`src/rtl/ym2413_write_sequencer_if.sv`:
```
// Producer-side and CPU-bus-side signals of the YM2413 write sequencer.
// The sequencer is the bus initiator, so it takes the master view; a producer
// or testbench driving pushes and watching the bus takes the slave view.
interface ym2413_write_sequencer_if #(
   parameter int FIFO_AW = 3
);
   logic               push;
   logic [7:0]         push_reg;
   logic [7:0]         push_dat;
   logic               full;
   logic [FIFO_AW:0]   fifo_count;
   logic               busy;
   logic               overflow;
   logic [14:0]        cpu_a;
   logic [7:0]         cpu_d;
   logic               cpu_ce_n;
   logic               cpu_rw;

   modport master (
      input  push, push_reg, push_dat,
      output full, fifo_count, busy, overflow,
      output cpu_a, cpu_d, cpu_ce_n, cpu_rw
   );

   modport slave (
      output push, push_reg, push_dat,
      input  full, fifo_count, busy, overflow,
      input  cpu_a, cpu_d, cpu_ce_n, cpu_rw
   );
endinterface

```
`src/rtl/ym2413_write_sequencer.sv`:
```
// YM2413 write sequencer: queues (register, data) pairs and replays each one
// as an address write to $9010 followed by a data write to $9030, inserting
// the chip's mandatory post-address and post-data wait times.
module ym2413_write_sequencer #(
   parameter int FIFO_AW    = 3,
   parameter int STROBE_CYC = 2,
   parameter int ADDR_WAIT  = 12,
   parameter int DATA_WAIT  = 84
) (
   input logic                      clk,
   input logic                      reset,
   ym2413_write_sequencer_if.master bus
);

   localparam int DEPTH   = 1 << FIFO_AW;
   localparam int MAX_CYC = (STROBE_CYC > ADDR_WAIT)
                            ? ((STROBE_CYC > DATA_WAIT) ? STROBE_CYC : DATA_WAIT)
                            : ((ADDR_WAIT  > DATA_WAIT) ? ADDR_WAIT  : DATA_WAIT);
   localparam int CW      = $clog2(MAX_CYC + 1);

   localparam logic [FIFO_AW:0] FULL_COUNT  = (FIFO_AW + 1)'(DEPTH);
   localparam logic [14:0]      ADDR_PORT   = 15'h1010;
   localparam logic [14:0]      DATA_PORT   = 15'h1030;
   localparam logic [CW-1:0]    STROBE_LOAD = CW'(STROBE_CYC - 1);
   localparam logic [CW-1:0]    AWAIT_LOAD  = CW'(ADDR_WAIT - 1);
   localparam logic [CW-1:0]    DWAIT_LOAD  = CW'(DATA_WAIT - 1);

   typedef enum logic [2:0] {IDLE, ASTB, AWAIT, DSTB, DWAIT} state_t;

   state_t               state;
   logic [CW-1:0]        cnt;
   logic [7:0]           work_reg;
   logic [7:0]           work_dat;
   logic [15:0]          mem [DEPTH];
   logic [FIFO_AW-1:0]   wr_ptr;
   logic [FIFO_AW-1:0]   rd_ptr;
   logic [FIFO_AW:0]     count_next;
   logic                 push_ok;
   logic                 pop;
   logic                 timer_done;

   // Push acceptance, pop decision and next occupancy.
   always_comb begin
      // NOTE: every always_comb output gets a default first so no path can leave it unassigned (which would infer a latch).
      count_next = bus.fifo_count;
      timer_done = (cnt == '0);
      push_ok    = bus.push && !bus.full && !reset;
      pop        = (bus.fifo_count != '0) &&
                   ((state == IDLE) || ((state == DWAIT) && timer_done));
      if (push_ok && !pop)
         count_next = bus.fifo_count + 1'b1;
      else if (!push_ok && pop)
         count_next = bus.fifo_count - 1'b1;
   end

   // FIFO storage; contents are discarded on reset by clearing the pointers.
   always_ff @(posedge clk) begin
      // NOTE: the storage array has no reset; only pointers and occupancy are cleared, which is what makes old entries invisible.
      if (push_ok)
         mem[wr_ptr] <= {bus.push_reg, bus.push_dat};
   end

   // FIFO pointers, occupancy, full and sticky overflow flag.
   always_ff @(posedge clk) begin
      if (reset) begin
         wr_ptr         <= '0;
         rd_ptr         <= '0;
         bus.fifo_count <= '0;
         bus.full       <= 1'b0;
         bus.overflow   <= 1'b0;
      end else begin
         // NOTE: sequential state uses non-blocking assignments so every register samples pre-edge values.
         if (push_ok)
            wr_ptr <= wr_ptr + 1'b1;
         if (pop)
            rd_ptr <= rd_ptr + 1'b1;
         bus.fifo_count <= count_next;
         bus.full       <= (count_next == FULL_COUNT);
         if (bus.push && bus.full)
            bus.overflow <= 1'b1;
      end
   end

   // Write FSM with one shared down-counter; bus outputs and busy are
   // registered from the state held before each edge.
   always_ff @(posedge clk) begin
      if (reset) begin
         state        <= IDLE;
         cnt          <= '0;
         work_reg     <= '0;
         work_dat     <= '0;
         bus.cpu_a    <= '0;
         bus.cpu_d    <= '0;
         bus.cpu_ce_n <= 1'b1;
         bus.cpu_rw   <= 1'b1;
         bus.busy     <= 1'b0;
      end else begin
         bus.busy     <= (state != IDLE) || (bus.fifo_count != '0);
         bus.cpu_a    <= '0;
         bus.cpu_d    <= '0;
         bus.cpu_ce_n <= 1'b1;
         bus.cpu_rw   <= 1'b1;
         if (state == ASTB) begin
            bus.cpu_a    <= ADDR_PORT;
            bus.cpu_d    <= work_reg;
            bus.cpu_ce_n <= 1'b0;
            bus.cpu_rw   <= 1'b0;
         end else if (state == DSTB) begin
            bus.cpu_a    <= DATA_PORT;
            bus.cpu_d    <= work_dat;
            bus.cpu_ce_n <= 1'b0;
            bus.cpu_rw   <= 1'b0;
         end

         case (state)
            IDLE: begin
               if (pop) begin
                  {work_reg, work_dat} <= mem[rd_ptr];
                  cnt                  <= STROBE_LOAD;
                  state                <= ASTB;
               end
            end
            ASTB: begin
               if (timer_done) begin
                  cnt   <= AWAIT_LOAD;
                  state <= AWAIT;
               end else begin
                  cnt <= cnt - 1'b1;
               end
            end
            AWAIT: begin
               if (timer_done) begin
                  cnt   <= STROBE_LOAD;
                  state <= DSTB;
               end else begin
                  cnt <= cnt - 1'b1;
               end
            end
            DSTB: begin
               if (timer_done) begin
                  cnt   <= DWAIT_LOAD;
                  state <= DWAIT;
               end else begin
                  cnt <= cnt - 1'b1;
               end
            end
            DWAIT: begin
               if (!timer_done) begin
                  cnt <= cnt - 1'b1;
               end else if (pop) begin
                  {work_reg, work_dat} <= mem[rd_ptr];
                  cnt                  <= STROBE_LOAD;
                  state                <= ASTB;
               end else begin
                  state <= IDLE;
               end
            end
            default: state <= IDLE;
         endcase
      end
   end

endmodule

```
`src/flat_wrapper.sv`:
```
// flat-port wrapper written by rule: the top's interface ports become plain ports
module ym2413_write_sequencer_flat 
#(
   parameter int FIFO_AW    = 3,
   parameter int STROBE_CYC = 2,
   parameter int ADDR_WAIT  = 12,
   parameter int DATA_WAIT  = 84
)
  (clk, reset, bus_push, bus_push_reg, bus_push_dat, bus_full, bus_fifo_count, bus_busy, bus_overflow, bus_cpu_a, bus_cpu_d, bus_cpu_ce_n, bus_cpu_rw);
  ym2413_write_sequencer_if #(.FIFO_AW(FIFO_AW)) bus_i ();
  input logic clk;
  input logic reset;
  input wire logic [$bits(bus_i.push)-1:0] bus_push;
  input wire logic [$bits(bus_i.push_reg)-1:0] bus_push_reg;
  input wire logic [$bits(bus_i.push_dat)-1:0] bus_push_dat;
  output wire logic [$bits(bus_i.full)-1:0] bus_full;
  output wire logic [$bits(bus_i.fifo_count)-1:0] bus_fifo_count;
  output wire logic [$bits(bus_i.busy)-1:0] bus_busy;
  output wire logic [$bits(bus_i.overflow)-1:0] bus_overflow;
  output wire logic [$bits(bus_i.cpu_a)-1:0] bus_cpu_a;
  output wire logic [$bits(bus_i.cpu_d)-1:0] bus_cpu_d;
  output wire logic [$bits(bus_i.cpu_ce_n)-1:0] bus_cpu_ce_n;
  output wire logic [$bits(bus_i.cpu_rw)-1:0] bus_cpu_rw;
  assign bus_i.push = bus_push;
  assign bus_i.push_reg = bus_push_reg;
  assign bus_i.push_dat = bus_push_dat;
  assign bus_full = bus_i.full;
  assign bus_fifo_count = bus_i.fifo_count;
  assign bus_busy = bus_i.busy;
  assign bus_overflow = bus_i.overflow;
  assign bus_cpu_a = bus_i.cpu_a;
  assign bus_cpu_d = bus_i.cpu_d;
  assign bus_cpu_ce_n = bus_i.cpu_ce_n;
  assign bus_cpu_rw = bus_i.cpu_rw;
  ym2413_write_sequencer #(.FIFO_AW(FIFO_AW), .STROBE_CYC(STROBE_CYC), .ADDR_WAIT(ADDR_WAIT), .DATA_WAIT(DATA_WAIT)) u_core (.clk(clk), .reset(reset), .bus(bus_i));
endmodule
```
`config.mk`:
```
export PLATFORM = sky130hd
export DESIGN_NAME = ym2413_write_sequencer_flat
export DESIGN_NICKNAME = d
export VERILOG_FILES = /design/src/rtl/ym2413_write_sequencer_if.sv /design/src/rtl/ym2413_write_sequencer.sv /design/src/flat_wrapper.sv
export SDC_FILE = /design/constraint.sdc
export NUM_CORES = 1
export LEC_CHECK = 0
export BUFFER_PORTS_ARGS = -buffer_cell sky130_fd_sc_hd__buf_2
export CORE_UTILIZATION = 30
export CTS_BUF_LIST = sky130_fd_sc_hd__clkbuf_4 sky130_fd_sc_hd__clkbuf_8
export DETAILED_ROUTE_END_ITERATION = 16
export HOLD_SLACK_MARGIN = 0.15
export PLACE_DENSITY = 0.41
export SLEW_MARGIN = 10
export SYNTH_ARGS = -nofsm -noshare
export SYNTH_HDL_FRONTEND = slang
export SYNTH_SLANG_ARGS = --single-unit
```
`constraint.sdc`:
```
create_clock -name clk -period 4.3 [get_ports clk]
set_clock_uncertainty 0.1 [all_clocks]
set_input_delay 1.075 -clock clk [delete_from_list [all_inputs] [get_ports clk]]
set_output_delay 1.075 -clock clk [all_outputs]
set_load 0.005 [all_outputs]
```
==> Yosys cells after proc, flatten, opt, wreduce, memory -nomap -nowiden <==
Memory sizes are Yosys's and may differ from the RTL's. A register that Yosys moved wholly into a read port is not among the register bits.
Cells that the tools add are included.
{ "classes": {"n_addsub": 5, "n_eq_ne": 10, "mux": 31, "reduce_logical": 22} }
{ "op_table": {"columns": ["op", "n"], "rows": [
  ["8-bit two-way mux", 6],
  ["7-bit two-way mux", 5],
  ["7-bit one-hot mux with 5 select lines", 1],
  ["8-bit one-hot mux with 2 select lines", 2],
  ["13-bit two-way mux", 2],
  ["3-bit two-way mux", 7],
  ["3-bit one-hot mux with 5 select lines", 1],
  ["2-bit by 1-bit != test with 1-bit output (second input constant)", 5],
  ["4-bit two-way mux", 2],
  ["1-bit logical AND", 7],
  ["7-bit logical NOT", 1],
  ["7-bit by 1-bit subtractor with 7-bit output (second input constant)", 1],
  ["3-bit by 1-bit adder with 3-bit output (second input constant)", 2],
  ["3-bit by 2-bit equality test with 1-bit output (second input constant)", 2],
  ["1-bit two-way mux", 5],
  ["5-bit AND reduction", 1],
  ["5-bit nonzero test", 1],
  ["4-bit by 1-bit adder with 4-bit output (second input constant)", 1],
  ["4-bit equality test (second input constant)", 1],
  ["1-bit logical NOT", 4],
  ["4-bit nonzero test", 1],
  ["4-bit by 1-bit subtractor with 4-bit output (second input constant)", 1],
  ["3-bit by 1-bit equality test with 1-bit output (second input constant)", 1],
  ["3-bit equality test (second input constant)", 1],
  ["other kinds (6)", 7]
]} }
{ "totals": {"register_bits": 63, "ram_bits": 128, "out_inout_bits": 32, "word_cells": 83, "memories": 1} }
{ "memory_table": {"columns": ["memory", "words", "word_bits", "read_ports", "rd_clocked_by_memory_dff", "wr", "line", "rtl"], "rows": [
  ["u_core.mem", 8, 16, 1, 1, 1, "ym2413_write_sequencer.sv:34", "logic [15:0] mem [DEPTH];"]
]} }

==> Logic depth before layout (Yosys ltp) <==
Gate-level depths: netlist of run 1.
{ "depth": {"depth_word": 8, "mapped_depth": 9, "depth_no_buf": 8} }

==> Worst setup path after synthesis of run 1 <==
Ideal clock, no wire load.
{ "synth_timing": {"kind": "input -> register", "start": "input reset", "end": "memory u_core.mem[0][0], enable pin", "setup_ns": 0.430, "arrival_ns": 3.317, "setup_slack_ns": 0.453, "path_stages": 4, "path_cell_list": "clkbuf_1 or3b_1 clkbuf_1 nor4_1"} }
{ "synth_between": {"elab_chain_cells": 4} }
{ "synth_rtl": {"columns": ["item", "line", "rtl"], "rows": [
  ["start: declaration", "flat_wrapper.sv:12", "input logic reset;"],
  ["1-bit logical NOT", "ym2413_write_sequencer.sv:47", "push_ok = bus.push && !bus.full && !reset;"],
  ["1-bit logical AND", "ym2413_write_sequencer.sv:47", null],
  ["1-bit two-way mux", "ym2413_write_sequencer.sv:59", "if (push_ok)"],
  ["1-bit two-way mux (not written as such)", "ym2413_write_sequencer.sv:60", "mem[wr_ptr] <= {bus.push_reg, bus.push_dat};"],
  ["end: declaration", "ym2413_write_sequencer.sv:34", null]
]} }
Every way passes these cells.

==> Worst setup path after layout of run 1 <==
{ "layout_timing": {"start": "input reset", "end": "memory u_core.mem[1][3], enable pin"} }
Same word-level chain as after synthesis.

==> flow_summary.rst, run 1 <==
.. list-table::
   :header-rows: 1

   * - Metric
     - Value
   * - Cell area after synthesis
     - 0.00729 mm2
   * - Primary FF master, synth
     - sky130_fd_sc_hd__edfxtp_1
   * - Vias post-DR
     - 3,939
   * - Total global routing overflow
     - 0
   * - Area growth from synthesis to layout
     - 12.8%
   * - Endpoint required time on the critical path
     - 4.36 ns
   * - Wirelength per Cell
     - 17.7 um
   * - Cell depth of the worst flop-to-flop path
     - 9
   * - Biggest area consumer among synthesized cells
     - sky130_fd_sc_hd__edfxtp_1
   * - Clock-pin slew of the registers on the worst-case setup and hold paths
     - 0.09 ns
   * - Post-CTS Hold Buffers
     - 0
   * - Worst Path Class, Setup
     - in2reg
   * - Core outline area
     - 0.0237 mm2
   * - Final-stage net count
     - 542
   * - Worst Setup Start Kind
     - input pin
   * - Capture point of the worst path
     - u_core.mem[1][3]
   * - Design area
     - 0.00822 mm2
   * - Sequential area share after synthesis
     - 67.3%
   * - Critical path launch point
     - reset
   * - Area of placed instances
     - 0.00782 mm2
   * - Floorplan die area
     - 0.0249 mm2
   * - Number of failing hold endpoints at the final stage
     - 0
   * - Maximum ir drop on the vdd rail
     - 0.307 mV
   * - Number of rows created at floorplan
     - 56
   * - Worst hold path class
     - reg2reg
   * - Leakage power summed over all cells
     - 2.74 nW
   * - H-tree lvl count
     - 4
   * - Syn Area/Cell
     - 15.4 um2
   * - Highest clock rate
     - 356 MHz
   * - Height of the die
     - 158 um
   * - Half-perimeter wire length after placement
     - 10.1 mm
   * - Placed cell count
     - 816
   * - Post-CTS Resized
     - 0
   * - Sequential Power Share
     - 46.0%
   * - Effective utilization at floorplan
     - 30.8%
   * - Headroom to the max-slew limit
     - 25.6%
   * - Number of library cell types mapped by synthesis
     - 51
   * - Yosys top cell area share
     - 52.7%
   * - Crit Reg-Reg Endpoint
     - u_core.bus.full
   * - Switching portion of total power
     - 34.1%
   * - Number of flip-flops under the largest register name
     - 128
   * - Launching point of the worst reg2reg path
     - u_core.bus.fifo_count[0]
   * - Post-route insts no fill
     - 847
   * - Number of nets with antenna violations after routing
     - 0
   * - Flop2flop setup slack
     - 1.64 ns
   * - Number of flops mapped to enable cells by yosys
     - 128
   * - Total negative setup slack
     - 0 ns
   * - Number of antenna violations at the first check in global routing
     - 0
   * - Unrepaired setup endpoints after global routing
     - no
   * - Wire length of the first global-routing pass
     - 23.0 mm
   * - Worst Max-Slew Pin Slew
     - 1.11 ns
   * - Power per standard cell area
     - 613 mW/mm2
   * - DRC
     - 0
   * - Number of violations of the max-capacitance limit
     - 0
   * - FF+latch count, synth
     - 181
   * - Pin count of the biggest net entering global routing
     - 43
   * - Wire length after detailed routing
     - 15.0 mm
   * - Maximum clock path buffer count
     - 2
   * - Clock period minus worst slack
     - 2.81 ns
   * - Layout cell share with drive strength beyond 1
     - 25.0%
   * - Global placer's final weighted congestion
     - 0.765
   * - Horiz. Die Dim
     - 158 um
   * - Outcome
     - complete, no violations
   * - Worst Path Max Fanout
     - 9
   * - Clock latency on the worst-skew pair
     - 0.47 ns
   * - Clock power share
     - 23.9%
   * - Buffer type at the clock tree root
     - sky130_fd_sc_hd__clkbuf_8
   * - Count of buffers inserted at the top-level ports
     - 38
   * - Number of cells produced by synthesis
     - 475
   * - Share of total power in combinational logic
     - 30.0%
   * - Ratio of routed vias to standard cells
     - 4.65
   * - Critical Path Sink Type
     - register
   * - Number of buffers added for setup after CTS
     - 0
   * - Most area-consuming cells after synthesis
     - sky130_fd_sc_hd__edfxtp_1, sky130_fd_sc_hd__dfxtp_1, sky130_fd_sc_hd__mux4_2
   * - Total routing resource utilization after global routing
     - 13.0%
   * - Post-route core utilization
     - 34.7%
   * - ANT cells
     - 0
   * - Internal power of the cells
     - 3.32 mW
   * - Switching power summed over all nets
     - 1.72 mW
   * - Final count of pins violating max slew
     - 0
   * - Commonest cells after routing, fill and taps aside
     - sky130_fd_sc_hd__edfxtp_1, sky130_fd_sc_hd__nor2_1, sky130_fd_sc_hd__dfxtp_1
   * - # fillers
     - 2,309
   * - TritonCTS Buffers
     - 17
   * - Leading cell type in the layout, fill and taps excluded
     - sky130_fd_sc_hd__edfxtp_1
   * - Reg with most FFs
     - u_core.mem
   * - Length of the first detailed-routing pass in iterations
     - 6
   * - Warning count from the yosys run
     - 0
   * - Proportion of synthesized flip-flops having asynchronous set or reset
     - 0%
   * - Final cycle utilization of the critical path
     - 65.3%
   * - Starting DRT DRC Count
     - 222
   * - TritonCTS clock tree
     - yes
   * - Io pins
     - 51
   * - Vias in the first global route
     - 3,871
   * - Clock sink count
     - 181
   * - Final setup violation count
     - 0
   * - Arrival time of the worst setup path
     - 2.87 ns
## how the worst min path moves through the flow
| stage | startpoint | to | cells after the start |
|---|---|---|---|
| after floorplan | u_core.bus.overflow | u_core.bus.overflow | 2 |
| after global placement | u_core.bus.overflow | u_core.bus.overflow | 2 |
| after detailed placement | u_core.bus.overflow | u_core.bus.overflow | 2 |
| after CTS | u_core.work_dat[5] | u_core.work_dat[5] | 2 |
| after global routing | u_core.work_reg[6] | u_core.work_reg[6] | 2 |
| final | u_core.work_dat[5] | u_core.work_dat[5] | 2 |
## logic make-up after synthesis
family,after synthesis,share of synthesized area (%)
buf+inv,48,3.71
xor+xnor,9,1.08
simple gates,119,8.17
flops,181,67.3
mux,60,13.7
compound gates,50,4.79
fa+ha+maj,7,1.20
other cells,1,0.0514
## worst max-delay path, cell delays in order
cell                     delay [ns]
sky130_fd_sc_hd__buf_2         0.15
sky130_fd_sc_hd__or3b_1        0.54
sky130_fd_sc_hd__nor3_2        0.78
sky130_fd_sc_hd__buf_4         0.32
## layer usage
layer	wire length (um)	vias to the layer above	global-route usage, %
met5	0	-	0
met4	149	0	4.02
met3	435	7	3.15
met2	7320	64	21.2
met1	7130	2006	17.1
li1	-	1862	-
## power by group through the flow
stage	combinational, mW	sequential, mW	clock [mW]
final	1.51	2.32	1.21
after global routing	1.70	2.36	1.30
after CTS	1.53	2.33	1.23
after detailed placement	1.53	2.37	0
after global placement	1.51	2.37	0
after floorplan	1.35	2.21	0
## cell type report
cell class | count | area [um2] | share of cell area (%)
sequential | 181 | 4910 | 59.7
timing repair buffer | 53 | 303 | 3.68
clock inverter | 14 | 175 | 2.13
inverter | 6 | 22.5 | 0.274
multi-input combinational | 257 | 2180 | 26.6
tap | 319 | 399 | 4.85
clock buffer | 17 | 234 | 2.84
## synth_stat cells (3+ instances only)
library cell	n
sky130_fd_sc_hd__o21ai_0	6
sky130_fd_sc_hd__clkbuf_1	11
sky130_fd_sc_hd__or3_1	3
sky130_fd_sc_hd__nand3b_1	3
sky130_fd_sc_hd__buf_1	4
sky130_fd_sc_hd__xor2_1	4
sky130_fd_sc_hd__ha_1	7
sky130_fd_sc_hd__nand2b_1	5
sky130_fd_sc_hd__nor3_1	7
sky130_fd_sc_hd__nor4_1	4
sky130_fd_sc_hd__buf_2	8
sky130_fd_sc_hd__buf_4	15
sky130_fd_sc_hd__a221oi_1	3
sky130_fd_sc_hd__edfxtp_1	128
sky130_fd_sc_hd__buf_6	3
sky130_fd_sc_hd__nand3_1	6
sky130_fd_sc_hd__inv_1	6
sky130_fd_sc_hd__mux2i_1	27
sky130_fd_sc_hd__mux4_2	32
sky130_fd_sc_hd__a21oi_1	14
sky130_fd_sc_hd__nand2_1	21
sky130_fd_sc_hd__nor2_1	53
sky130_fd_sc_hd__a211oi_1	17
sky130_fd_sc_hd__xnor2_1	5
sky130_fd_sc_hd__dfxtp_1	53
## per-stage QoR
stage | power (mW) | setup slack [ns] | hold WS, ns
after floorplan | 3.57 | 0.453 | 0.360
after global placement | 3.88 | 1.03 | 0.383
after detailed placement | 3.89 | 0.977 | 0.392
after CTS | 5.09 | 1.47 | 0.406
after global routing | 5.36 | 1.34 | 0.430
final | 5.04 | 1.49 | 0.403
Note: power is estimated with default switching activity, not from simulation.
==> run 2: changes to the inputs <==
--- a/config.mk
+++ b/config.mk
@@ -10,7 +10,7 @@
 export CTS_BUF_LIST = sky130_fd_sc_hd__clkbuf_4 sky130_fd_sc_hd__clkbuf_8
 export DETAILED_ROUTE_END_ITERATION = 16
 export HOLD_SLACK_MARGIN = 0.15
-export PLACE_DENSITY = 0.41
+export PLACE_DENSITY = 0.43
 export SLEW_MARGIN = 10
 export SYNTH_ARGS = -nofsm -noshare
 export SYNTH_HDL_FRONTEND = slang
==> constraint.sdc (replaced) <==
create_clock -name clk -period 2.44 [get_ports clk]
set_clock_uncertainty 0.1 [all_clocks]
set_input_delay 0.61 -clock clk [delete_from_list [all_inputs] [get_ports clk]]
set_output_delay 0.61 -clock clk [all_outputs]
set_load 0.005 [all_outputs]
==> flow_summary.rst, run 2 (synthesis gave the netlist of run 1 again) <==
.. list-table::
   :header-rows: 1

   * - Metric
     - Value
   * - Clock latency on the worst-skew pair
     - 0.46 ns (was 0.47 ns)
   * - Count of buffers inserted at the top-level ports
     - 38 (unchanged)
   * - Leading cell type in the layout, fill and taps excluded
     - sky130_fd_sc_hd__edfxtp_1 (unchanged)
   * - Final count of pins violating max slew
     - 0 (unchanged)
   * - Final-stage net count
     - 550 (was 542)
   * - Length of the first detailed-routing pass in iterations
     - 4 (was 6)
   * - Clock-pin slew of the registers on the worst-case setup and hold paths
     - 0.10 ns (was 0.09 ns)
   * - DRC
     - 0 (unchanged)
   * - Reg with most FFs
     - u_core.mem (unchanged)
   * - Starting DRT DRC Count
     - 282 (was 222)
   * - Maximum ir drop on the vdd rail
     - 0.480 mV (was 0.307 mV)
   * - CP Cell Sequence
     - inv_1 > ha_1 > nor3b_2 > nand2b_1 > a21oi_4 > mux2i_1 > xnor2_1 > nor4b_2 (was buf_2 > or3b_1 > nor3_2 > buf_4)
   * - Vias in the first global route
     - 4,098 (was 3,871)
   * - TritonCTS Buffers
     - 17 (unchanged)
   * - Area of placed instances
     - 0.00800 mm2 (was 0.00782 mm2)
   * - Clock sink count
     - 181 (unchanged)
   * - Total routing resource utilization after global routing
     - 13.0% (about the same)
   * - Vias post-DR
     - 3,973 (was 3,939)
   * - Endpoint of the worst hold path
     - u_core.mem[5][4] (was u_core.work_dat[5])
   * - Post-route core utilization
     - 35.4% (was 34.7%)
   * - Io pins
     - 51 (unchanged)
   * - Buf/Inv on CP
     - 1 (was 2)
   * - Arrival time of the worst setup path
     - 2.46 ns (was 2.87 ns)
   * - Number of failing hold endpoints at the final stage
     - 0 (unchanged)
   * - ANT cells
     - 0 (unchanged)
   * - Total global routing overflow
     - 0 (unchanged)
   * - Clock period minus worst slack
     - 2.17 ns
   * - Leakage power summed over all cells
     - 2.80 nW (was 2.74 nW)
   * - Worst Setup Start Kind
     - register (was input pin)
   * - Pin count of the biggest net entering global routing
     - 36 (was 43)
   * - Launching point of the worst reg2reg path
     - u_core.bus.fifo_count[1] (was u_core.bus.fifo_count[0])
   * - Area growth from synthesis to layout
     - 14.9% (was 12.8%)
   * - Power per standard cell area
     - 1060 mW/mm2 (was 613 mW/mm2)
   * - Crit Reg-Reg Endpoint
     - u_core.bus.full (unchanged)
   * - Worst Path Max Fanout
     - 8 (was 9)
   * - Maximum clock path buffer count
     - 2 (unchanged)
   * - Commonest cells after routing, fill and taps aside
     - sky130_fd_sc_hd__edfxtp_1, sky130_fd_sc_hd__nor2_1, sky130_fd_sc_hd__dfxtp_1 (unchanged)
   * - Slowest stage cell on the critical path
     - sky130_fd_sc_hd__dfxtp_1 (was sky130_fd_sc_hd__nor3_2)
   * - Number of nets with antenna violations after routing
     - 0 (unchanged)
   * - Outcome
     - complete, no violations (unchanged)
   * - Worst hold path class
     - in2reg (was reg2reg)
   * - TritonCTS clock tree
     - yes (unchanged)
   * - Startpoint of the lowest-slack hold path
     - bus_push_dat[4] (was u_core.work_dat[5])
   * - Number of buffers added for setup after CTS
     - 0 (unchanged)
   * - Wire length after detailed routing
     - 14.8 mm (was 15.0 mm)
   * - Global placer's final weighted congestion
     - 0.786 (was 0.765)
   * - Core outline area
     - 0.0237 mm2 (unchanged)
   * - Wirelength per Cell
     - 17.3 um (was 17.7 um)
   * - Number of violations of the max-capacitance limit
     - 0 (unchanged)
   * - Critical path launch point
     - u_core.bus.fifo_count[1] (was reset)
   * - Headroom to the max-slew limit
     - 56.3% (was 25.6%)
   * - Cell depth of the worst flop-to-flop path
     - 8 (was 9)
   * - Number of antenna violations at the first check in global routing
     - 0 (unchanged)
   * - H-tree lvl count
     - 4 (unchanged)
   * - Effective utilization at floorplan
     - 30.8% (unchanged)
   * - Height of the die
     - 158 um (unchanged)
   * - Final cycle utilization of the critical path
     - 89.0%
   * - Smallest hold slack
     - 0.317 ns (was 0.403 ns)
   * - Number of rows created at floorplan
     - 56 (unchanged)
   * - Endpoint required time on the critical path
     - 2.72 ns (was 4.36 ns)
   * - Critical Path Sink Type
     - register (unchanged)
   * - Floorplan die area
     - 0.0249 mm2 (unchanged)
   * - Final setup violation count
     - 0 (unchanged)
   * - Highest clock rate
     - 460 MHz
   * - Number of flip-flops under the largest register name
     - 128 (unchanged)
   * - Worst path top cell family by delay
     - simple AND/OR/NAND/NOR gates (unchanged)
   * - Worst Path Class, Setup
     - reg2reg (was in2reg)
   * - Ratio of routed vias to standard cells
     - 4.64 (was 4.65)
   * - Half-perimeter wire length after placement
     - 9.80 mm (was 10.1 mm)
   * - Wire length of the first global-routing pass
     - 23.3 mm (was 23.0 mm)
   * - Worst Max-Slew Pin Slew
     - 0.655 ns (was 1.11 ns)
   * - Buffer type at the clock tree root
     - sky130_fd_sc_hd__clkbuf_8 (unchanged)
   * - Horiz. Die Dim
     - 158 um (unchanged)
   * - Unrepaired setup endpoints after global routing
     - no (unchanged)
   * - Design area
     - 0.00838 mm2 (was 0.00822 mm2)
   * - Layout cell share with drive strength beyond 1
     - 26.3% (was 25.0%)
   * - Longest individual stage delay on the worst path
     - 0.42 ns (was 0.78 ns)
   * - Flop2flop setup slack
     - 0.27 ns (was 1.64 ns)
   * - WHS Path Cells
     - 1 (was 2)
## run 2: changes by cell type in the layout (fill, tap and decap cells not counted)
cell,delta
sky130_fd_sc_hd__inv_8,+5
sky130_fd_sc_hd__bufinv_16,-3
sky130_fd_sc_hd__nor4_2,-1
sky130_fd_sc_hd__nor4_4,+1
sky130_fd_sc_hd__clkbuf_4,+2
sky130_fd_sc_hd__buf_12,+9
sky130_fd_sc_hd__clkinvlp_4,-1
sky130_fd_sc_hd__clkinv_4,-1
sky130_fd_sc_hd__buf_6,+1
sky130_fd_sc_hd__buf_4,-2
sky130_fd_sc_hd__clkinv_8,+1
sky130_fd_sc_hd__clkinv_2,-2
## run 2: timing repair
item / in CTS / in global routing
gates resized for setup: 0 / 1
hold buffers: 0 / 0
setup endpoints to repair: 0 / 2
## run 2: cell type report
| class | instances | area [um2] |
|---|---|---|
| tap | 319 | 399 |
| timing repair buffer | 61 | 479 |
| sequential | 181 | 4910 |
| fill | 2309 | 15300 |
| multi-input combinational | 257 | 2190 |
| inverter | 6 | 22.5 |
| clock buffer | 19 | 249 |
| clock inverter | 13 | 131 |
## run 2: worst max-delay path by stage
stage	end	slack [ns]	depth (start not counted)
2_1_floorplan	u_core.mem[5][0]	-0.11	4
3_3_place_gp	u_core.mem[1][6]	0.20	4
3_5_place_dp	u_core.mem[2][13]	0.19	4
4_1_cts	register	0.17	9
5_1_grt	u_core.bus.full	0.02	8
6_report	u_core.bus.full	0.27	8
## run 2: stage by stage
| stage | total power, mW | setup WS (ns) | cells | setup TNS, ns |
|---|---|---|---|---|
| after floorplan | 6.29 | -0.110 | 486 | -10.43 |
| after global placement | 6.97 | 0.205 | 824 | 0 |
| after detailed placement | 7.01 | 0.191 | 824 | 0 |
| after CTS | 9.00 | 0.173 | 856 | 0 |
| after global routing | 9.47 | 0.0166 | 856 | 0 |
| final | 8.88 | 0.268 | 856 | 0 |
## run 2: routing by layer
metal  vias up  GRT usage, %  part of all wire [%]
li1       1873             -                     -
met1      2024          17.2                    48
met2        63          20.8                    48
met3        13          2.82                   2.6
met4         0          4.58                   1.3
met5         -             0                     0
## run 2: report_power, final
group | total (mW) | internal [mW] | leakage [nW] | switching [mW]
registers | 3.93 | 3.65 | 1.59 | 0.280
clock network | 1.97 | 0.788 | 0.198 | 1.18
logic | 2.97 | 1.31 | 1.01 | 1.67
==> run 3: changes to the inputs <==
--- a/config.mk
+++ b/config.mk
@@ -5,6 +5,7 @@
 export SDC_FILE = /design/constraint.sdc
 export NUM_CORES = 1
 export LEC_CHECK = 0
+export ABC_AREA = 1
 export BUFFER_PORTS_ARGS = -buffer_cell sky130_fd_sc_hd__buf_2
 export CORE_UTILIZATION = 30
 export CTS_BUF_LIST = sky130_fd_sc_hd__clkbuf_4 sky130_fd_sc_hd__clkbuf_8
==> flow_summary.rst, run 3 <==
.. list-table::
   :header-rows: 1

   * - Metric
     - Value
   * - Number of violations of the max-capacitance limit
     - 0 (unchanged)
   * - Worst hold path class
     - in2reg (unchanged)
   * - Number of buffers added for setup after CTS
     - 0 (unchanged)
   * - Layout cell share with drive strength beyond 1
     - 17.1% (was 26.3%)
   * - Area growth from synthesis to layout
     - 12.3% (was 14.9%)
   * - Number of library cell types mapped by synthesis
     - 37 (was 51)
   * - Post-CTS Resized
     - 0 (unchanged)
   * - Half-perimeter wire length after placement
     - 11.4 mm (was 9.80 mm)
   * - Count leader, synth
     - sky130_fd_sc_hd__edfxtp_1 (unchanged)
   * - Number of flip-flops under the largest register name
     - 128 (unchanged)
   * - Final setup violation count
     - 0 (unchanged)
   * - Post-route total power
     - 9.17 mW (was 8.88 mW)
   * - TritonCTS clock tree
     - yes (unchanged)
   * - Worst Path Max Fanout
     - 26 (was 8)
   * - Yosys top cell area share
     - 51.9% (was 52.7%)
   * - Biggest area consumer among synthesized cells
     - sky130_fd_sc_hd__edfxtp_1 (unchanged)
   * - Count of buffers inserted at the top-level ports
     - 38 (unchanged)
   * - Effective utilization at floorplan
     - 30.5% (was 30.8%)
   * - Commonest cells after routing, fill and taps aside
     - sky130_fd_sc_hd__edfxtp_1, sky130_fd_sc_hd__nand2_1, sky130_fd_sc_hd__a21oi_1 (was sky130_fd_sc_hd__edfxtp_1, sky130_fd_sc_hd__nor2_1, sky130_fd_sc_hd__dfxtp_1)
   * - Number of antenna violations at the first check in global routing
     - 0 (unchanged)
   * - Clock-pin slew of the registers on the worst-case setup and hold paths
     - 0.10 ns (about the same)
   * - Met3 Wirelength
     - 729 um (was 385 um)
   * - Clock period minus worst slack
     - 2.17 ns (about the same)
   * - Top Metal Used
     - met4 (unchanged)
   * - Switching power summed over all nets
     - 3.61 mW (was 3.13 mW)
   * - Highest clock rate
     - 460 MHz (about the same)
   * - Design area
     - 0.00831 mm2 (was 0.00838 mm2)
   * - Io pins
     - 51 (unchanged)
   * - Warning count from the yosys run
     - 0 (unchanged)
   * - Internal power of the cells
     - 5.56 mW (was 5.75 mW)
   * - Global placer's final weighted congestion
     - 0.754 (was 0.786)
   * - TritonCTS Buffers
     - 17 (unchanged)
   * - Number of cells produced by synthesis
     - 651 (was 475)
   * - CP Cell Sequence
     - inv_1 > ha_1 > a21oi_4 > nand2_8 > inv_2 > nand4_1 > nand3_1 > nand2_1 > nor2_1 (was inv_1 > ha_1 > nor3b_2 > nand2b_1 > a21oi_4 > mux2i_1 > xnor2_1 > nor4b_2)
   * - FF+latch count, synth
     - 181 (unchanged)
   * - Outcome
     - complete, no violations (unchanged)
   * - Post-CTS Hold Buffers
     - 0 (unchanged)
   * - Total routing resource utilization after global routing
     - 14.5% (was 13.0%)
   * - Leakage power summed over all cells
     - 3.11 nW (was 2.80 nW)
   * - Wire length on met2
     - 8.39 mm (was 7.10 mm)
   * - Unrepaired setup endpoints after global routing
     - no (unchanged)
   * - Syn Area/Cell
     - 11.4 um2 (was 15.4 um2)
   * - Arrival time of the worst setup path
     - 2.47 ns (was 2.46 ns)
   * - Area of placed instances
     - 0.00792 mm2 (was 0.00800 mm2)
   * - Endpoint required time on the critical path
     - 2.74 ns (was 2.72 ns)
   * - Most area-consuming cells after synthesis
     - sky130_fd_sc_hd__edfxtp_1, sky130_fd_sc_hd__dfxtp_1, sky130_fd_sc_hd__a21oi_1 (was sky130_fd_sc_hd__edfxtp_1, sky130_fd_sc_hd__dfxtp_1, sky130_fd_sc_hd__mux4_2)
   * - Vias post-DR
     - 4,757 (was 3,973)
   * - Maximum clock path buffer count
     - 2 (unchanged)
   * - Critical Path Sink Type
     - register (unchanged)
   * - Number of flops mapped to enable cells by yosys
     - 128 (unchanged)
   * - Wire length of the first global-routing pass
     - 27.6 mm (was 23.3 mm)
   * - Final cycle utilization of the critical path
     - 89.0% (about the same)
   * - Cell area after synthesis
     - 0.00740 mm2 (was 0.00729 mm2)
   * - Total global routing overflow
     - 0 (unchanged)
   * - Reg with most FFs
     - u_core.mem (unchanged)
   * - Clock sink count
     - 181 (unchanged)
   * - ANT cells
     - 0 (unchanged)
   * - Proportion of synthesized flip-flops having asynchronous set or reset
     - 0% (unchanged)
   * - Horiz. Die Dim
     - 159 um (was 158 um)
   * - Switching portion of total power
     - 39.3% (was 35.3%)
   * - Final count of pins violating max slew
     - 0 (unchanged)
   * - Top cells by count, synth
     - sky130_fd_sc_hd__edfxtp_1, sky130_fd_sc_hd__nand2_1, sky130_fd_sc_hd__a21oi_1 (was sky130_fd_sc_hd__edfxtp_1, sky130_fd_sc_hd__dfxtp_1, sky130_fd_sc_hd__nor2_1)
   * - Smallest hold slack
     - 0.338 ns (was 0.317 ns)
   * - Starting DRT DRC Count
     - 309 (was 282)
   * - # fillers
     - 2,477 (was 2,309)
   * - H-tree lvl count
     - 4 (unchanged)
   * - Vias in the first global route
     - 4,766 (was 4,098)
   * - Number of nets with antenna violations after routing
     - 0 (unchanged)
   * - Share of total power in combinational logic
     - 35.5% (was 33.5%)
   * - Power per standard cell area
     - 1100 mW/mm2 (was 1060 mW/mm2)
   * - Total negative setup slack
     - 0 ns (unchanged)
   * - Core outline area
     - 0.0242 mm2 (was 0.0237 mm2)
   * - Pin count of the biggest net entering global routing
     - 81 (was 36)
   * - Primary FF master, synth
     - sky130_fd_sc_hd__edfxtp_1 (unchanged)
   * - Clock power share
     - 22.0% (was 22.2%)
   * - Worst Path Class, Setup
     - reg2reg (unchanged)
   * - Clock latency on the worst-skew pair
     - 0.47 ns (was 0.46 ns)
   * - Leading cell type in the layout, fill and taps excluded
     - sky130_fd_sc_hd__edfxtp_1 (unchanged)
   * - Ratio of routed vias to standard cells
     - 4.64 (about the same)
   * - Wirelength per Cell
     - 17.1 um (was 17.3 um)
   * - Total routed wire length on the met1 layer
     - 8.31 mm (was 7.13 mm)
   * - Length of the first detailed-routing pass in iterations
     - 4 (unchanged)
   * - Height of the die
     - 159 um (was 158 um)
   * - Number of failing hold endpoints at the final stage
     - 0 (unchanged)
   * - Wire length after detailed routing
     - 17.6 mm (was 14.8 mm)
   * - Sequential Power Share
     - 42.5% (was 44.3%)
   * - Number of rows created at floorplan
     - 57 (was 56)
   * - Floorplan die area
     - 0.0253 mm2 (was 0.0249 mm2)
   * - Longest individual stage delay on the worst path
     - 0.44 ns (was 0.42 ns)
   * - Post-route core utilization
     - 34.3% (was 35.4%)
   * - Sequential area share after synthesis
     - 66.2% (was 67.3%)
   * - Final-stage net count
     - 715 (was 550)
   * - Buffer type at the clock tree root
     - sky130_fd_sc_hd__clkbuf_8 (unchanged)
   * - Maximum ir drop on the vdd rail
     - 0.454 mV (was 0.480 mV)
   * - Slowest stage cell on the critical path
     - sky130_fd_sc_hd__dfxtp_1 (unchanged)
   * - DRC
     - 0 (unchanged)
   * - Worst Setup Start Kind
     - register (unchanged)
run 3: cell types whose count changed in the layout (fill, tap and decap cells not counted), moves of 9 or more:
cell | previous run | this run
sky130_fd_sc_hd__a21oi_1 | 14 | 86
sky130_fd_sc_hd__a221o_1 | 0 | 16
sky130_fd_sc_hd__a211oi_1 | 17 | 1
sky130_fd_sc_hd__o21ai_0 | 6 | 41
sky130_fd_sc_hd__inv_2 | 0 | 9
sky130_fd_sc_hd__nand3_1 | 6 | 29
sky130_fd_sc_hd__nor2_1 | 53 | 24
sky130_fd_sc_hd__mux4_2 | 32 | 0
sky130_fd_sc_hd__nand2_1 | 21 | 104
sky130_fd_sc_hd__mux2i_1 | 27 | 0
sky130_fd_sc_hd__a31oi_1 | 2 | 16
sky130_fd_sc_hd__inv_1 | 6 | 41
run 3: worst paths after layout:
kind	start	slack (ns)	to	cells after the start
hold reg to reg	u_core.bus.overflow	0.39	u_core.bus.overflow	2
hold / removal	bus_push_reg[6]	0.34	u_core.mem[5][14]	1
setup reg to reg	u_core.bus.fifo_count[0]	0.27	u_core.bus.full	9
setup / recovery	u_core.bus.fifo_count[0]	0.27	u_core.bus.full	9
run 3: power groups by stage:
| stage | Clock (mW) | Sequential [mW] | Combinational [mW] |
|---|---|---|---|
| floorplan | 0 | 3.88 | 2.55 |
| global placement | 0 | 3.96 | 3.29 |
| detailed placement | 0 | 3.97 | 3.29 |
| CTS | 2.09 | 3.90 | 3.31 |
| global route | 2.21 | 3.95 | 3.71 |
| finish | 2.02 | 3.90 | 3.25 |
run 3: layer usage:
layer / vias up / track usage (%)
met5: - / 0
met4: 0 / 3.58
met3: 7 / 3.59
met2: 93 / 23.4
met1: 2303 / 19.6
li1: 2354 / -
run 3: area by class of cell:
class                   instances  area [um2]  share of cell area [%]
clock buffers                  17         234                    2.81
clock inverters                15         159                    1.91
inverters                      51         193                    2.32
multi-input cells             381        2050                    24.6
flip-flops and latches        181        4910                    59.0
well taps                     324         405                    4.88
repair buffers                 57         370                    4.46
run 3: critical path, delay by kind of cell (launching register included):
kind	cells	cell delay (ns)
fa+ha+maj	1	0.25
buf+inv	2	0.46
simple gates	5	0.60
compound gates	1	0.27
flops	1	0.44
run 3: cell families after synthesis:
group / share of synthesized area, %
AO/OA/AOI/OAI: 13.6
XOR/XNOR: 0.592
adder cells (fa/ha/maj): 1.18
buffers and inverters: 6.69
flip-flops: 66.2
other: 0.0506
AND/OR/NAND/NOR: 11.6
run 3: per-stage QoR:
stage | std cells | worst slack [ns]
after floorplan | 662 | 0.0576
after global placement | 994 | 0.280
after detailed placement | 994 | 0.242
after CTS | 1026 | 0.217
after global routing | 1026 | 0.0448
final | 1026 | 0.267
